**src/rtl/matrix_mac_engine.sv**
```systemverilog
// Sequential matrix multiplier C = A x B: one MAC per cycle over k, one write per element.
// Optional MATMUL_SAT_EN: saturate c_data to all ones instead of wrapping the accumulator.
module matrix_mac_engine #(
  parameter int DATA_W  = 32,
  parameter int DIM_MAX = 15,
  parameter int IDX_W   = 4
) (
  input  logic              clk,
  input  logic              reset_n,
  input  logic              start,
  input  logic              abort,
  input  logic [IDX_W-1:0]  dim_m,
  input  logic [IDX_W-1:0]  dim_k,
  input  logic [IDX_W-1:0]  dim_p,
  output logic [IDX_W-1:0]  a_row,
  output logic [IDX_W-1:0]  a_col,
  output logic [IDX_W-1:0]  b_row,
  output logic [IDX_W-1:0]  b_col,
  output logic              a_rd,
  output logic              b_rd,
  input  logic [DATA_W-1:0] a_data,
  input  logic [DATA_W-1:0] b_data,
  output logic [IDX_W-1:0]  c_row,
  output logic [IDX_W-1:0]  c_col,
  output logic [DATA_W-1:0] c_data,
  output logic              c_we,
  output logic              busy,
  output logic              done,
  output logic              err
);

  localparam int ACC_W = 2*DATA_W + IDX_W;
  localparam logic [IDX_W-1:0] DIM_LIM = IDX_W'(DIM_MAX);

  typedef enum logic [2:0] {IDLE, LOAD, MAC, DRAIN, WRITE, FIN} state_t;

  state_t             state, state_nx;
  logic [IDX_W-1:0]   m_q, k_q, p_q;
  logic [IDX_W-1:0]   i_q, j_q, k_idx;
  logic [ACC_W-1:0]   acc;
  logic               rd_d, first_d, rej_q;
  logic               done_q, err_q;
  logic [2*DATA_W-1:0] prod;
  logic               dims_bad, k_last, elem_last;

  assign prod      = (2*DATA_W)'(a_data) * (2*DATA_W)'(b_data);
  assign dims_bad  = (m_q == '0) || (k_q == '0) || (p_q == '0) ||
                     (m_q > DIM_LIM) || (k_q > DIM_LIM) || (p_q > DIM_LIM);
  assign k_last    = (k_idx == k_q - 1'b1);
  assign elem_last = (i_q == m_q - 1'b1) && (j_q == p_q - 1'b1);

  // NOTE: async active-low reset with non-blocking assignments; every
  // flop, state included, is cleared the instant reset_n falls.
  always_ff @(posedge clk or negedge reset_n) begin
    if (!reset_n) state <= IDLE;
    else          state <= state_nx;
  end

  // NOTE: state_nx gets a default before the case so no latch is inferred.
  always_comb begin
    state_nx = state;
    if (state != IDLE && abort) begin
      state_nx = IDLE;
    end else begin
      case (state)
        IDLE:    if (start && !abort) state_nx = LOAD;
        LOAD:    state_nx = dims_bad ? FIN : MAC;
        MAC:     if (k_last) state_nx = DRAIN;
        DRAIN:   state_nx = WRITE;
        WRITE:   state_nx = elem_last ? FIN : MAC;
        FIN:     state_nx = IDLE;
        default: state_nx = IDLE;
      endcase
    end
  end

  always_comb begin
    a_rd = (state == MAC);
    b_rd = (state == MAC);
    c_we = (state == WRITE);
    busy = (state != IDLE);
  end

  always_ff @(posedge clk or negedge reset_n) begin
    if (!reset_n) begin
      m_q     <= '0;
      k_q     <= '0;
      p_q     <= '0;
      i_q     <= '0;
      j_q     <= '0;
      k_idx   <= '0;
      acc     <= '0;
      rd_d    <= 1'b0;
      first_d <= 1'b0;
      rej_q   <= 1'b0;
      done_q  <= 1'b0;
      err_q   <= 1'b0;
    end else begin
      // Operand data lands one cycle after its strobe, so the MAC lags the issue by one.
      rd_d    <= (state == MAC) && !abort;
      first_d <= (state == MAC) && !abort && (k_idx == '0);
      done_q  <= (state == FIN) && !abort;
      err_q   <= (state == FIN) && !abort && rej_q;

      if (rd_d) acc <= first_d ? ACC_W'(prod) : acc + ACC_W'(prod);

      case (state)
        IDLE: if (start && !abort) begin
          m_q <= dim_m;
          k_q <= dim_k;
          p_q <= dim_p;
        end
        LOAD: begin
          i_q   <= '0;
          j_q   <= '0;
          k_idx <= '0;
          rej_q <= dims_bad;
        end
        MAC:  k_idx <= k_last ? '0 : k_idx + 1'b1;
        WRITE: begin
          if (j_q == p_q - 1'b1) begin
            j_q <= '0;
            i_q <= i_q + 1'b1;
          end else begin
            j_q <= j_q + 1'b1;
          end
        end
        default: ;
      endcase
    end
  end

  assign a_row = i_q;
  assign a_col = k_idx;
  assign b_row = k_idx;
  assign b_col = j_q;
  assign c_row = i_q;
  assign c_col = j_q;
  assign done  = done_q;
  assign err   = err_q;

`ifdef MATMUL_SAT_EN
  always_comb begin
    if (acc > ACC_W'({DATA_W{1'b1}})) c_data = '1;
    else                              c_data = acc[DATA_W-1:0];
  end
`else
  assign c_data = acc[DATA_W-1:0];
`endif

endmodule

```
**config.mk**
```make
export PLATFORM = sky130hd
export DESIGN_NAME = matrix_mac_engine
export DESIGN_NICKNAME = d
export VERILOG_FILES = /design/src/rtl/matrix_mac_engine.sv
export SDC_FILE = /design/constraint.sdc
export NUM_CORES = 1
export LEC_CHECK = 0
export ABC_AREA = 1
export CAP_MARGIN = 20
export CORE_AREA = 2 2 344 176
export CTS_CLUSTER_DIAMETER = 80
export CTS_CLUSTER_SIZE = 40
export DETAILED_ROUTE_END_ITERATION = 8
export DIE_AREA = 0 0 346 178
export GPL_ROUTABILITY_DRIVEN = 0
export PLACE_DENSITY = 0.58
export SETUP_SLACK_MARGIN = 0.5
export SYNTH_ARGS = -nofsm -noshare
export SYNTH_HDL_FRONTEND = slang
export SYNTH_SLANG_ARGS = --single-unit
```
**constraint.sdc**
```tcl
create_clock -name clk -period 2.2 [get_ports clk]
set_input_delay 0.55 -clock clk [delete_from_list [all_inputs] [get_ports clk]]
set_output_delay 0.55 -clock clk [all_outputs]
set_load 0.02 [all_outputs]
```
-- Word level (Yosys, flattened, before mapping)
Index checks and enable logic that the tools add are counted.
- $add $sub $neg: 7
- multipliers: 1
- order comparisons: 3
- equality and inequality tests: 11
- multiplexer cells: 13
- reduce and logical (&&, ||, !) cells: 24
- operators by type and width (operator ; number):
    $add A68 B64 Y68 ; 1
    $mux W68 ; 1
    $mul A32 B32 Y64 ; 1
    $pmux W4 S2 ; 3
    $logic_not A4 Y1 ; 4
    $mux W3 ; 5
    $pmux W3 S5 ; 1
    $add A4 B1 Y4 const B ; 3
    $eq A4 B4 Y1 ; 3
    $gt A4 B4 Y1 const B ; 3
    $mux W4 ; 3
    $sub A4 B1 Y4 const B ; 3
    $logic_and A1 B1 Y1 ; 7
    $eq A3 B2 Y1 const B ; 2
    $eq A3 B3 Y1 const B ; 2
    $reduce_and A2 Y1 ; 3
    $logic_or A1 B1 Y1 ; 5
    $reduce_bool A2 Y1 ; 2
    $eq A3 B1 Y1 const B ; 1
    $logic_not A3 Y1 ; 1
    $ne A3 B1 Y1 const B ; 1
    $ne A3 B3 Y1 const B ; 1
    $reduce_bool A3 Y1 ; 1
    $ne A2 B1 Y1 const B ; 1
    $logic_not A1 Y1 ; 1
- bits in registers: 100
- bits of input ports: 80
- output and inout port bits: 62
- word-level logic and storage cells: 72

-- Depth between registers and ports, before layout
- depth in word-level cells: 9
- mapped depth: 42
- gate-level depth less buffers: 40

-- Worst setup path before layout
OpenSTA, ideal clock, no wires.
- kind: input port to flip-flop
- start point: input a_data[12]
- end point: register acc[31]
- library setup time: 0.117 ns
- data arrival time: 8.058 ns
- required time: 2.083 ns
- setup slack: -5.975 ns
- stages on the path: 37
- buffers on the path: 2
- cell sequence: clkbuf_1 -> clkbuf_1 -> nand2_1 -> fa_1 -> inv_1 -> fa_1 -> fa_1 -> inv_1 -> fa_1 -> inv_1 -> fa_1 -> inv_1 -> fa_1 -> inv_1 -> fa_1 -> inv_1 -> fa_1 -> inv_1 -> ha_1 -> nand2_1 -> nor2_1 -> nand2_1 -> inv_1 -> a221oi_1 -> nand3_1 -> and2_1 -> ha_1 -> inv_1 -> nor3_1 -> inv_1 -> o221a_2 -> nand3b_1 -> inv_1 -> nor2_1 -> nand3_1 -> nand3_1 -> nand2_1
- cells in the longest elaborated chain, start to end: 3
- RTL lines (element ; line ; RTL):
    start, declared ; 21 ; input logic [DATA_W-1:0] a_data,
    $mul A32 B32 Y64 (*) ; 46 ; assign prod = (2*DATA_W)'(a_data) * (2*DATA_W)'(b_data);
    $add A68 B64 Y68 ; 105 ; if (rd_d) acc <= first_d ? ACC_W'(prod) : acc + ACC_W'(prod);
    $mux W68 (*) ; 105 ;
    end signal, assigned ; 105 ;
    end, declared ; 40 ; logic [ACC_W-1:0] acc;
Every way passes the cells marked *; elsewhere a longest branch is shown, timed or not.
A chain may end at the register's enable or synchronous reset.

-- Worst setup path in the final report
- start point: input a_data[15]
- end point: register acc[31]
Same word-level chain as after synthesis.

==> metrics.txt <==
count of input and output buffers 141; share of flip-flops with an asynchronous set or reset 1.00; CTS root buffer clkbuf_16; CTS sink count 64; warnings from Yosys 0; CTS tree yes; Worst-Margin Slew 0.490 ns; max-slew violations 0; Antenna Violating Nets Remaining 0; layout cells sized above 1 0.333; slack of the critical path -6.21 ns; crit end category register; die area 61600 sq um; EDFF count, synth 0; via count 20977; period utilization 3.82; max-cap violations 0; largest net degree at the start of global routing 33; Max stage delay cell, worst path fa_1; headroom to the max-slew limit 0.670; Post-Synthesis Cells 3027; CP most frequent cell fa_1; RSZ-0062 raised after global routing true; final net count 4284; crit path kind in -> reg; vias in the first global route 20563; Clock Path Buffers 2; pre-CTS setup slack -7.34 ns; chip height 178 um; Die X 346 um; Post-Syn Area per Cell 7.26 sq um; gr ovfl total 0; Fin. Hold Viols 0; initial antenna violation count 0; Skew-Pair Late Insertion Delay 0.35 ns; Ant. Diodes 0; Cell variety after synth 50; Fin Hold WS 0.115 ns; Min Clock Period, post-route 8.41 ns; Syn Std Cell Area 22000 sq um; Max FO, Critical Path 5; Fillers 5296; CP peak stage delay 0.56 ns; synthesized net count 3682; most common flop cell mapped by yosys dfrtp_1; Setup crit start kind primary input; Layout Skew 0.0102 ns; H-tree Lvls 3; highest clock rate 0.119 GHz; number of buffers created by CTS 9; Critical Path RT 2.44 ns; via/cell ratio 4.75; Reg clk slew, reported paths 0.06 ns; GRT Total Usage 0.270; first-pass GRT wire length 125 mm; FP Rows 63; # DRC 0; total wire length 82.2 mm; sequential-to-total area share from yosys stat 0.0729; status finished, violations left; Top Ports 142; Sequential cell area 1610 sq um; violations in the final reports negative setup slack; Routed WL per cell 18.6 um; R2R Setup Slk -0.61 ns; setup violators final 30; Iter 0 DRT Violations 1960; initial cell density of the core 0.376; Pre-Repair DR Iteration Count 5; Hold Path Class in -> async; core area 58500 sq um; FF+latch count, synth 64; HPWL after DPL 66.0 mm; total negative slack -139.07 ns; synthesis-to-layout area growth 46.7%; area of the multi-input gates 19200 sq um; Arr. time, crit path 8.66 ns
==> worst paths after layout <==
check	start	to	cells past startpoint
setup reg to reg	acc[0]	acc[28]	15
max in group asynchronous	reset_n	a_col[3]	3
hold reg to reg	a_col[3]	first_d	1
min in group clk	a_col[3]	first_d	1
setup / recovery	a_data[15]	acc[31]	38
hold / removal	reset_n	b_col[2]	1
==> what timing repair did <==
item,4_1_cts,5_1_grt
setup buffers,135,30
endpoints found under the setup margin,104,90
pin swaps,186,119
hold buffers,0,0
resized for setup,757,228
cloned,4,1
==> cells by family (layout without fill, tap and decap cells) <==
| family | Yosys count | after routing | synth area share |
|---|---|---|---|
| compound gates | 223 | 223 | 0.0598 |
| xor+xnor | 61 | 61 | 0.0243 |
| fa+ha+maj | 575 | 575 | 0.467 |
| buf+inv | 1007 | 1612 | 0.177 |
| flops | 64 | 64 | 0.0729 |
| mux | 3 | 3 | 0.00154 |
| simple gates | 1094 | 1094 | 0.197 |
==> final cells by class <==
type | instances | area share
Clock inverter | 3 | 0.00136
Tap cell | 780 | 0.0303
Timing Repair Buffer | 725 | 0.212
Sequential cell | 64 | 0.0500
Clock buffer | 11 | 0.00753
Inverter | 873 | 0.102
Multi-Input combinational cell | 1956 | 0.597
==> cell usage in the layout (no fill, tap or decap), types with 9 or more instances in the layout <==
cell type,synthesis,final
fa_2,0,42
xor2_1,32,16
ha_1,166,90
a21oi_1,89,45
buf_2,15,30
inv_2,5,109
clkdlybuf4s15_2,0,22
o21ai_2,3,15
clkbuf_16,0,10
clkdlybuf4s50_1,0,35
nand3_1,85,69
dfrtp_2,0,9
nand2_1,871,777
ha_4,0,72
o21ai_1,8,28
inv_1,868,759
nor2_2,1,14
fa_1,409,367
nand2_2,7,71
nand2_4,0,29
o211ai_1,12,12
xnor2_1,29,20
nand3_2,1,11
nor2_1,89,56
buf_12,0,53
xor2_2,0,9
a21oi_4,0,16
buf_6,0,110
dfrtp_1,64,55
o21ai_0,57,17
buf_8,0,15
nor2_4,0,20
clkbuf_2,2,14
buf_4,25,417
a21oi_2,5,33
dlygate4sd2_1,0,17
==> sequential cells by signal (all words and copies together) (netlist names), 3 cells and up <==
signal,cells
m_q,4
b_col,4
k_q,4
a_row,4
state,3
a_col,4
acc,32
p_q,4
==> routing by layer <==
metal,wire [um],share of wire,vias to the layer above,GRT usage
met5,167,0.0020,-,0.0196
met4,423,0.0051,2,0.0156
met3,12000,0.15,44,0.128
met2,28200,0.34,890,0.318
met1,41400,0.50,10125,0.437
li1,-,-,9916,-
==> critical path, delay by kind of cell <==
family,cells,cell delay [ns]
AO/OA/AOI/OAI,3,0.62
adder cells (fa/ha/maj),10,4.66
XOR/XNOR,1,0.20
buffers and inverters,9,0.78
AND/OR/NAND/NOR,15,1.82
==> Yosys cell counts (5+ instances only) <==
library cell  instances  area, sq um
clkbuf_1             88          330
inv_1               868         3260
buf_2                15         75.1
nor2_1               89          334
a21oi_2               5         43.8
a21oi_1              89          445
a21o_1                8         60.1
dfrtp_1              64         1600
o21bai_1              7         52.6
xor2_1               32          280
o21ai_0              57          285
a31oi_1              12         75.1
ha_1                166         2080
nand2_1             871         3270
o21ai_1               8         40.0
nand3_1              85          425
nand3b_1              8         60.1
fa_1                409         8190
o211ai_1             12         90.1
buf_4                25          188
nand2_2               7         43.8
nor3_1               13         65.1
xnor2_1              29          254
nand4_1               7         43.8
inv_2                 5         18.8
==> stage by stage <==
stage | std cells | util | area [sq um]
global route | 4412 | 0.551 | 32200
floorplan | 3027 | - | 23400
detailed placement | 4228 | 0.482 | 28200
global placement | 4228 | 0.482 | 28200
CTS | 4381 | 0.535 | 31300
finish | 4412 | 0.551 | 32200
Power is left out: the tool's default activity adds up to more than one toggle a clock period on the data nets, which glitch-free logic cannot reach.
